File: src/rtl/breakout_pkg.sv
// Shared definitions for the Breakout game sequencer and the ball/bricks object block.
package breakout_pkg;

   // Play state encoding; values are visible on the gameState port.
   typedef enum logic [2:0] {
      StIdle  = 3'd0,
      StServe = 3'd1,
      StPlay  = 3'd2,
      StMiss  = 3'd3,
      StWin   = 3'd4,
      StOver  = 3'd5
   } game_state_e;

   localparam int unsigned SCORE_W_DEFAULT    = 12;
   localparam int unsigned NUM_BRICKS_DEFAULT = 32;

   localparam int unsigned STATE_W  = 3;
   localparam int unsigned LIVES_W  = 3;
   localparam int unsigned BRICKS_W = 8;
   localparam int unsigned SPEED_W  = 2;
   localparam int unsigned FRAME_W  = 8;
   // Width of the serve/reload strobes exchanged with the ball/bricks block.
   localparam int unsigned STROBE_W = 1;

endpackage

File: src/rtl/frame_delay_timer.sv
// Loadable frame counter: counts frame ticks while enabled and flags the tick that reaches
// the target. Clearing wins over counting, so a tick on a state change is not carried over.
module frame_delay_timer
   import breakout_pkg::*;
(
   input  logic               clk_i,
   input  logic               rst_i,
   input  logic               clear_i,
   input  logic               count_en_i,
   input  logic               tick_i,
   input  logic [FRAME_W-1:0] target_i,
   output logic               done_o
);

   logic [FRAME_W-1:0] count_q, count_d;

   // Next count and done pulse; done marks the tick that brings the count to target_i.
   always_comb begin
      count_d = count_q;
      if (clear_i) begin
         count_d = '0;
      end else if (count_en_i && tick_i) begin
         count_d = count_q + FRAME_W'(1);
      end
      done_o = count_en_i & tick_i & (count_q == (target_i - FRAME_W'(1)));
   end

   // Counter register with synchronous reset.
   always_ff @(posedge clk_i) begin
      if (rst_i) begin
         count_q <= '0;
      end else begin
         count_q <= count_d;
      end
   end

endmodule

File: src/rtl/breakout_game_ctrl.sv
// Breakout game-level sequencer: play FSM, lives, score and brick count.
// Optional build macro LEVEL_SPEEDUP_EN enables the speedLevel ramp (tied to 0 otherwise).
module breakout_game_ctrl
   import breakout_pkg::*;
#(
   parameter int unsigned LIVES        = 3,
   parameter int unsigned NUM_BRICKS   = NUM_BRICKS_DEFAULT,
   parameter int unsigned SERVE_FRAMES = 60,
   parameter int unsigned PAUSE_FRAMES = 90,
   parameter int unsigned SCORE_W      = SCORE_W_DEFAULT
) (
   input  logic                clock,
   input  logic                reset,
   input  logic                frameTick,
   input  logic                launchBtn,
   input  logic                brickHit,
   input  logic                ballMissed,
   output logic [STATE_W-1:0]  gameState,
   output logic                ballEnable,
   output logic                ballServe,
   output logic                wallReload,
   output logic [LIVES_W-1:0]  livesLeft,
   output logic [SCORE_W-1:0]  score,
   output logic [BRICKS_W-1:0] bricksLeft,
   output logic [SPEED_W-1:0]  speedLevel
);

   localparam logic [LIVES_W-1:0]  LIVES_INIT  = LIVES_W'(LIVES);
   localparam logic [BRICKS_W-1:0] BRICKS_INIT = BRICKS_W'(NUM_BRICKS);
   localparam logic [FRAME_W-1:0]  SERVE_T     = FRAME_W'(SERVE_FRAMES);
   localparam logic [FRAME_W-1:0]  PAUSE_T     = FRAME_W'(PAUSE_FRAMES);

   game_state_e         state_q, state_d;
   logic                btn_q;
   logic                press, hit_ok, win_hit, miss_ok;
   logic                tmr_clr, tmr_en, tmr_done;
   logic [FRAME_W-1:0]  tmr_target;
   logic                en_q, serve_q, reload_q;
   logic [LIVES_W-1:0]  lives_q;
   logic [SCORE_W-1:0]  score_q;
   logic [BRICKS_W-1:0] bricks_q;

   // Event qualification and next-state decode; a hit that clears the wall masks a miss.
   always_comb begin
      press   = launchBtn & ~btn_q;
      hit_ok  = (state_q == StPlay) & brickHit;
      win_hit = hit_ok & (bricks_q == BRICKS_W'(1));
      miss_ok = (state_q == StPlay) & ballMissed & ~win_hit;
      state_d = state_q;
      case (state_q)
         StIdle:  if (press) state_d = StServe;
         StServe: if (press || tmr_done) state_d = StPlay;
         StPlay: begin
            if (win_hit) begin
               state_d = StWin;
            end else if (miss_ok) begin
               state_d = (lives_q == LIVES_W'(1)) ? StOver : StMiss;
            end
         end
         StMiss:  if (tmr_done) state_d = StServe;
         StWin:   if (tmr_done) state_d = StServe;
         StOver:  if (press) state_d = StIdle;
         default: state_d = StIdle;
      endcase
      tmr_en     = (state_q == StServe) | (state_q == StMiss) | (state_q == StWin);
      tmr_target = (state_q == StMiss) ? PAUSE_T : SERVE_T;
      // Restart the phase timer on every transition so a coincident tick is not counted.
      tmr_clr    = (state_d != state_q);
   end

   frame_delay_timer u_timer (
      .clk_i      (clock),
      .rst_i      (reset),
      .clear_i    (tmr_clr),
      .count_en_i (tmr_en),
      .tick_i     (frameTick),
      .target_i   (tmr_target),
      .done_o     (tmr_done)
   );

   // Play FSM with registered outputs and one-clock strobes.
   always_ff @(posedge clock) begin
      if (reset) begin
         state_q  <= StIdle;
         btn_q    <= launchBtn;  // a level held through reset must not look like a press
         en_q     <= 1'b0;
         serve_q  <= 1'b0;
         reload_q <= 1'b0;
         lives_q  <= LIVES_INIT;
         score_q  <= '0;
         bricks_q <= BRICKS_INIT;
      end else begin
         btn_q    <= launchBtn;
         state_q  <= state_d;
         en_q     <= (state_d == StPlay);
         serve_q  <= 1'b0;
         reload_q <= 1'b0;
         case (state_q)
            StIdle: begin
               if (press) begin
                  reload_q <= 1'b1;
                  serve_q  <= 1'b1;
                  lives_q  <= LIVES_INIT;
                  score_q  <= '0;
                  bricks_q <= BRICKS_INIT;
               end
            end
            StPlay: begin
               if (hit_ok) begin
                  if (score_q != '1) score_q <= score_q + SCORE_W'(1);
                  if (bricks_q != '0) bricks_q <= bricks_q - BRICKS_W'(1);
               end
               if (win_hit) reload_q <= 1'b1;
               if (miss_ok) lives_q <= lives_q - LIVES_W'(1);
            end
            StMiss: begin
               if (tmr_done) serve_q <= 1'b1;
            end
            StWin: begin
               if (tmr_done) begin
                  serve_q  <= 1'b1;
                  bricks_q <= BRICKS_INIT;
               end
            end
            StOver: begin
               if (press) score_q <= '0;
            end
            default: ;
         endcase
      end
   end

`ifdef LEVEL_SPEEDUP_EN
   logic               score_wrap;
   logic [SPEED_W-1:0] speed_q;

   // A counted hit that rolls the low three score bits over marks eight more bricks.
   always_comb begin
      score_wrap = hit_ok & (score_q != '1) & (score_q[2:0] == 3'b111);
   end

   // Speed ramp: cleared at game start only, kept across MISS and WIN.
   always_ff @(posedge clock) begin
      if (reset) begin
         speed_q <= '0;
      end else if ((state_q == StIdle) && press) begin
         speed_q <= '0;
      end else if (score_wrap && (speed_q != '1)) begin
         speed_q <= speed_q + SPEED_W'(1);
      end
   end

   assign speedLevel = speed_q;
`else
   assign speedLevel = '0;
`endif

   assign gameState  = state_q;
   assign ballEnable = en_q;
   assign ballServe  = serve_q;
   assign wallReload = reload_q;
   assign livesLeft  = lives_q;
   assign score      = score_q;
   assign bricksLeft = bricks_q;

endmodule

File: config.mk
export PLATFORM = sky130hd
export DESIGN_NAME = breakout_game_ctrl
export DESIGN_NICKNAME = d
export VERILOG_FILES = /design/src/rtl/breakout_pkg.sv /design/src/rtl/frame_delay_timer.sv /design/src/rtl/breakout_game_ctrl.sv
export SDC_FILE = /design/constraint.sdc
export NUM_CORES = 1
export LEC_CHECK = 0
export CAP_MARGIN = 20
export CORE_MARGIN = 2
export CORE_UTILIZATION = 50
export CTS_CLUSTER_SIZE = 20
export DETAILED_ROUTE_END_ITERATION = 8
export PLACE_DENSITY_LB_ADDON = 0.05
export SLEW_MARGIN = 25
export SYNTH_ARGS = -nofsm -noshare
export SYNTH_HDL_FRONTEND = slang
export SYNTH_SLANG_ARGS = --single-unit
File: constraint.sdc
create_clock -name clock -period 4.2 [get_ports clock]
set_clock_uncertainty 0.15 [all_clocks]
set_input_delay 1.26 -clock clock [delete_from_list [all_inputs] [get_ports clock]]
set_output_delay 1.26 -clock clock [all_outputs]
set_load 0.1 [all_outputs]
==> impl_results.md <==
- Outcome: finished, final reports clean
- Final WL: 4310 um
- Initial Utilization: 52.1%
- Longest Clk Path Bufs: 2
- Synth cell types: 55
- Worst IR drop on VDD: 0.213 mV
- CP Max Fanout: 5
- Crit path buf inv count: 1
- Unrepaired setup endpoints after global routing: false
- Cell area power density: 310 mW/mm^2
- Final Worst Setup Slack: 0.898 ns
- Worst setup SP type: register
- Final period utilization: 78.6%
- Area share of the largest cell type after synthesis: 36.2%
- Nets: 289
- Worst setup path class: reg -> out
- Synth Register Bits: 38
- Crit. End Element: primary output
- Power Total: 782 uW
- Largest net degree at the start of global routing: 22
- Worst Hold Class: reg -> reg
- Mapped Cells: 245
- Reg clk slew, reported paths: 0.08 ns
- Rows: 23
- Core Area: 0.00403 mm^2
- Final min period: 3.30 ns
- Mux share of post-synthesis cell area: 0.954%
- Die span in y: 68.8 um
- Max-capacitance violation count: 0
- CP startpoint: score[0]
- Port Buffers: 34
- Area Growth Syn to Fin: 20.1%
- Leak: 0.000953 uW
- Layout cells sized above 1: 9.75%
- CP Cell Sequence: clkdlybuf4s50_1
- Final count of hold timing violations: 0
- Simple-gate share of the synthesized area: 28.5%
- R2r setup slk: 1.57 ns
- Reg power frac: 48.0%
- Count leader, synth: dfxtp_1
- Critical R2R Launch: gameState[1]
- First-pass GRT wire length: 7110 um
- Complex-gate fraction of the synthesized area: 16.7%
- Slowest CP cell: clkdlybuf4s50_1
- Crit path largest cell delay: 1.17 ns
- CP delay by family, top: buffers and inverters
- Logic pwr share: 12.6%
- Crit path arrival time: 1.89 ns
- Top cells by area, synth: dfxtp_1 36%, nor2_1 6.1%, xor2_1 5.8%
- Hold_buf cts: 0
- Worst setup path end: score[0]
- Final setup fails: 0
- Worst path depth: 1
- Sequential area share after synthesis: 36.2%
- Leading area contributor after synthesis: dfxtp_1
- Synth Flop Type: dfxtp_1
- Slew HR: 35.1%
- Net Sw Frac: 27.3%
- I/O pin count: 37
- Hold path start: u_timer.count_q[7]
- Post-synth EDFFs: 0
- Synth Area in XOR/XNOR: 7.93%
- DR WL/cell: 13.2 um
- Net Sw Power: 213 uW
- Syn_area_per_cell: 8.57 um^2
- Vias: 1842
- Pins Over Slew Limit: 0
- Antenna diode count: 0
- Vias per inst: 5.63
- Largest family of logic cells by synthesized area: simple AND/OR/NAND/NOR gates
- Fill cell count: 375
- Gr usage total: 20.2%
- Die footprint: 0.00473 mm^2
- Max Clk Rate: 303 MHz
- Clock sinks: 38
- Setup TNS: 0 ns
- Post-CTS Setup Repair Bufs: 0
- 1st-pass router iterations: 4
- CTS Root Cell: clkbuf_8
- Async SR Flop Fraction: 0%
- Vias in the first global route: 1561
- Dpl hpwl: 3020 um
- Cell area after synthesis: 0.00210 mm^2
- Initial DRC Count: 113
- DRT antenna net count: 0
- RD Place Congestion: 0.802
- Slew at the pin with the worst max-slew slack: 0.970 ns
- Reg2reg path depth: 6
- # H-tree levels: 2
- Reg-to-reg endpoint: u_timer.count_q[2]
- CTS tree: done
- CTS Buf Count: 5
- WP data required: 2.79 ns
- Initial antenna violation count: 0
- Post-CTS sizing: 0
- Total grt overflow: 0
- Synth Warn #: 0
- Synth top cells by count: 38 x dfxtp_1, 34 x nor2_1, 18 x nand2_1
- Die W: 68.8 um
- Drc violations: 0
- DP Worst Slack: 0.825 ns
- Clock share of power: 39.4%
- Int Pwr: 569 uW
- Adder-Cell Fraction of Synth Area: 4.17%
- Worst-skew pair later-pin latency: 0.30 ns
==> layer usage <==
metal	share of wire, %	GRT usage [%]	up-vias	wire length, um
li1	-	-	935	-
met1	48	26.2	858	2050
met2	45	31.4	44	1930
met3	5.9	5.84	5	252
met4	1.8	8.09	0	76
met5	0	0	-	0
==> registers in the layout, summed over array words and instances, names as in the netlist <==
name	flops
btn_q	1
ballServe	1
wallReload	1
u_timer.count_q	8
livesLeft	3
bricksLeft	8
ballEnable	1
score	12
gameState	3
==> cell type report <==
cell class | count | area, um^2 | share of cell area, %
clock buffer | 5 | 68.8 | 2.73
clock inverter | 3 | 40.0 | 1.59
inverter | 7 | 26.3 | 1.04
multi-input combinational | 188 | 1230 | 48.8
sequential | 38 | 761 | 30.2
tap | 50 | 62.6 | 2.48
timing repair buffer | 36 | 333 | 13.2
==> placed cells by master (no fill, tap or decap), types with 3 or more instances in the layout <==
master           netlist  routed
clkdlybuf4s50_1        0      25
nand2b_1               3       3
and3_1                 4       4
a21oi_1               16      16
nand3b_1               4       4
nor3_1                 7       7
a21o_1                 3       3
clkbuf_8               0       5
o21ai_0                4       4
nand2_1               18      18
xnor2_1                5       5
dfxtp_1               38      38
nand3_1               13      13
ha_1                   7       7
nor2_1                34      34
nand4_1                9       9
buf_4                  3      11
a31oi_1                3       3
inv_1                  7       7
xor2_1                14      14
==> stage by stage <==
step	utilization, %	hold WS, ns	cell area (um^2)	cells
finish	62.6	0.367	2520	327
CTS	62.6	0.370	2520	327
global route	62.6	0.407	2520	327
detailed placement	59.9	0.354	2410	319
floorplan	-	0.327	2100	246
global placement	59.9	0.345	2410	319
==> cell families (layout without fill, tap and decap cells) <==
kind of cell | Yosys count | after routing
xor+xnor | 19 | 19
mux | 2 | 2
other cells | 1 | 2
simple gates | 110 | 110
flops | 38 | 38
fa+ha+maj | 7 | 7
buf+inv | 20 | 51
compound gates | 48 | 48
==> power groups by stage <==
| stage | combinational, uW | sequential, uW | clock, uW |
|---|---|---|---|
| 5_1_grt | 106 | 377 | 327 |
| 3_3_place_gp | 98.5 | 384 | 0 |
| 6_report | 98.7 | 375 | 308 |
| 4_1_cts | 99.2 | 375 | 314 |
| 3_5_place_dp | 98.9 | 384 | 0 |
| 2_1_floorplan | 52.4 | 409 | 0 |
==> how the worst min path moves through the flow <==
stage | endpoint | slack [ns] | cells past startpoint
2_1_floorplan | u_timer.count_q[7] | 0.33 | 2
3_3_place_gp | u_timer.count_q[7] | 0.35 | 2
3_5_place_dp | u_timer.count_q[7] | 0.35 | 2
4_1_cts | bricksLeft[1] | 0.37 | 2
5_1_grt | u_timer.count_q[7] | 0.41 | 2
6_report | u_timer.count_q[7] | 0.37 | 2
Power figures use the tool's default switching activity.
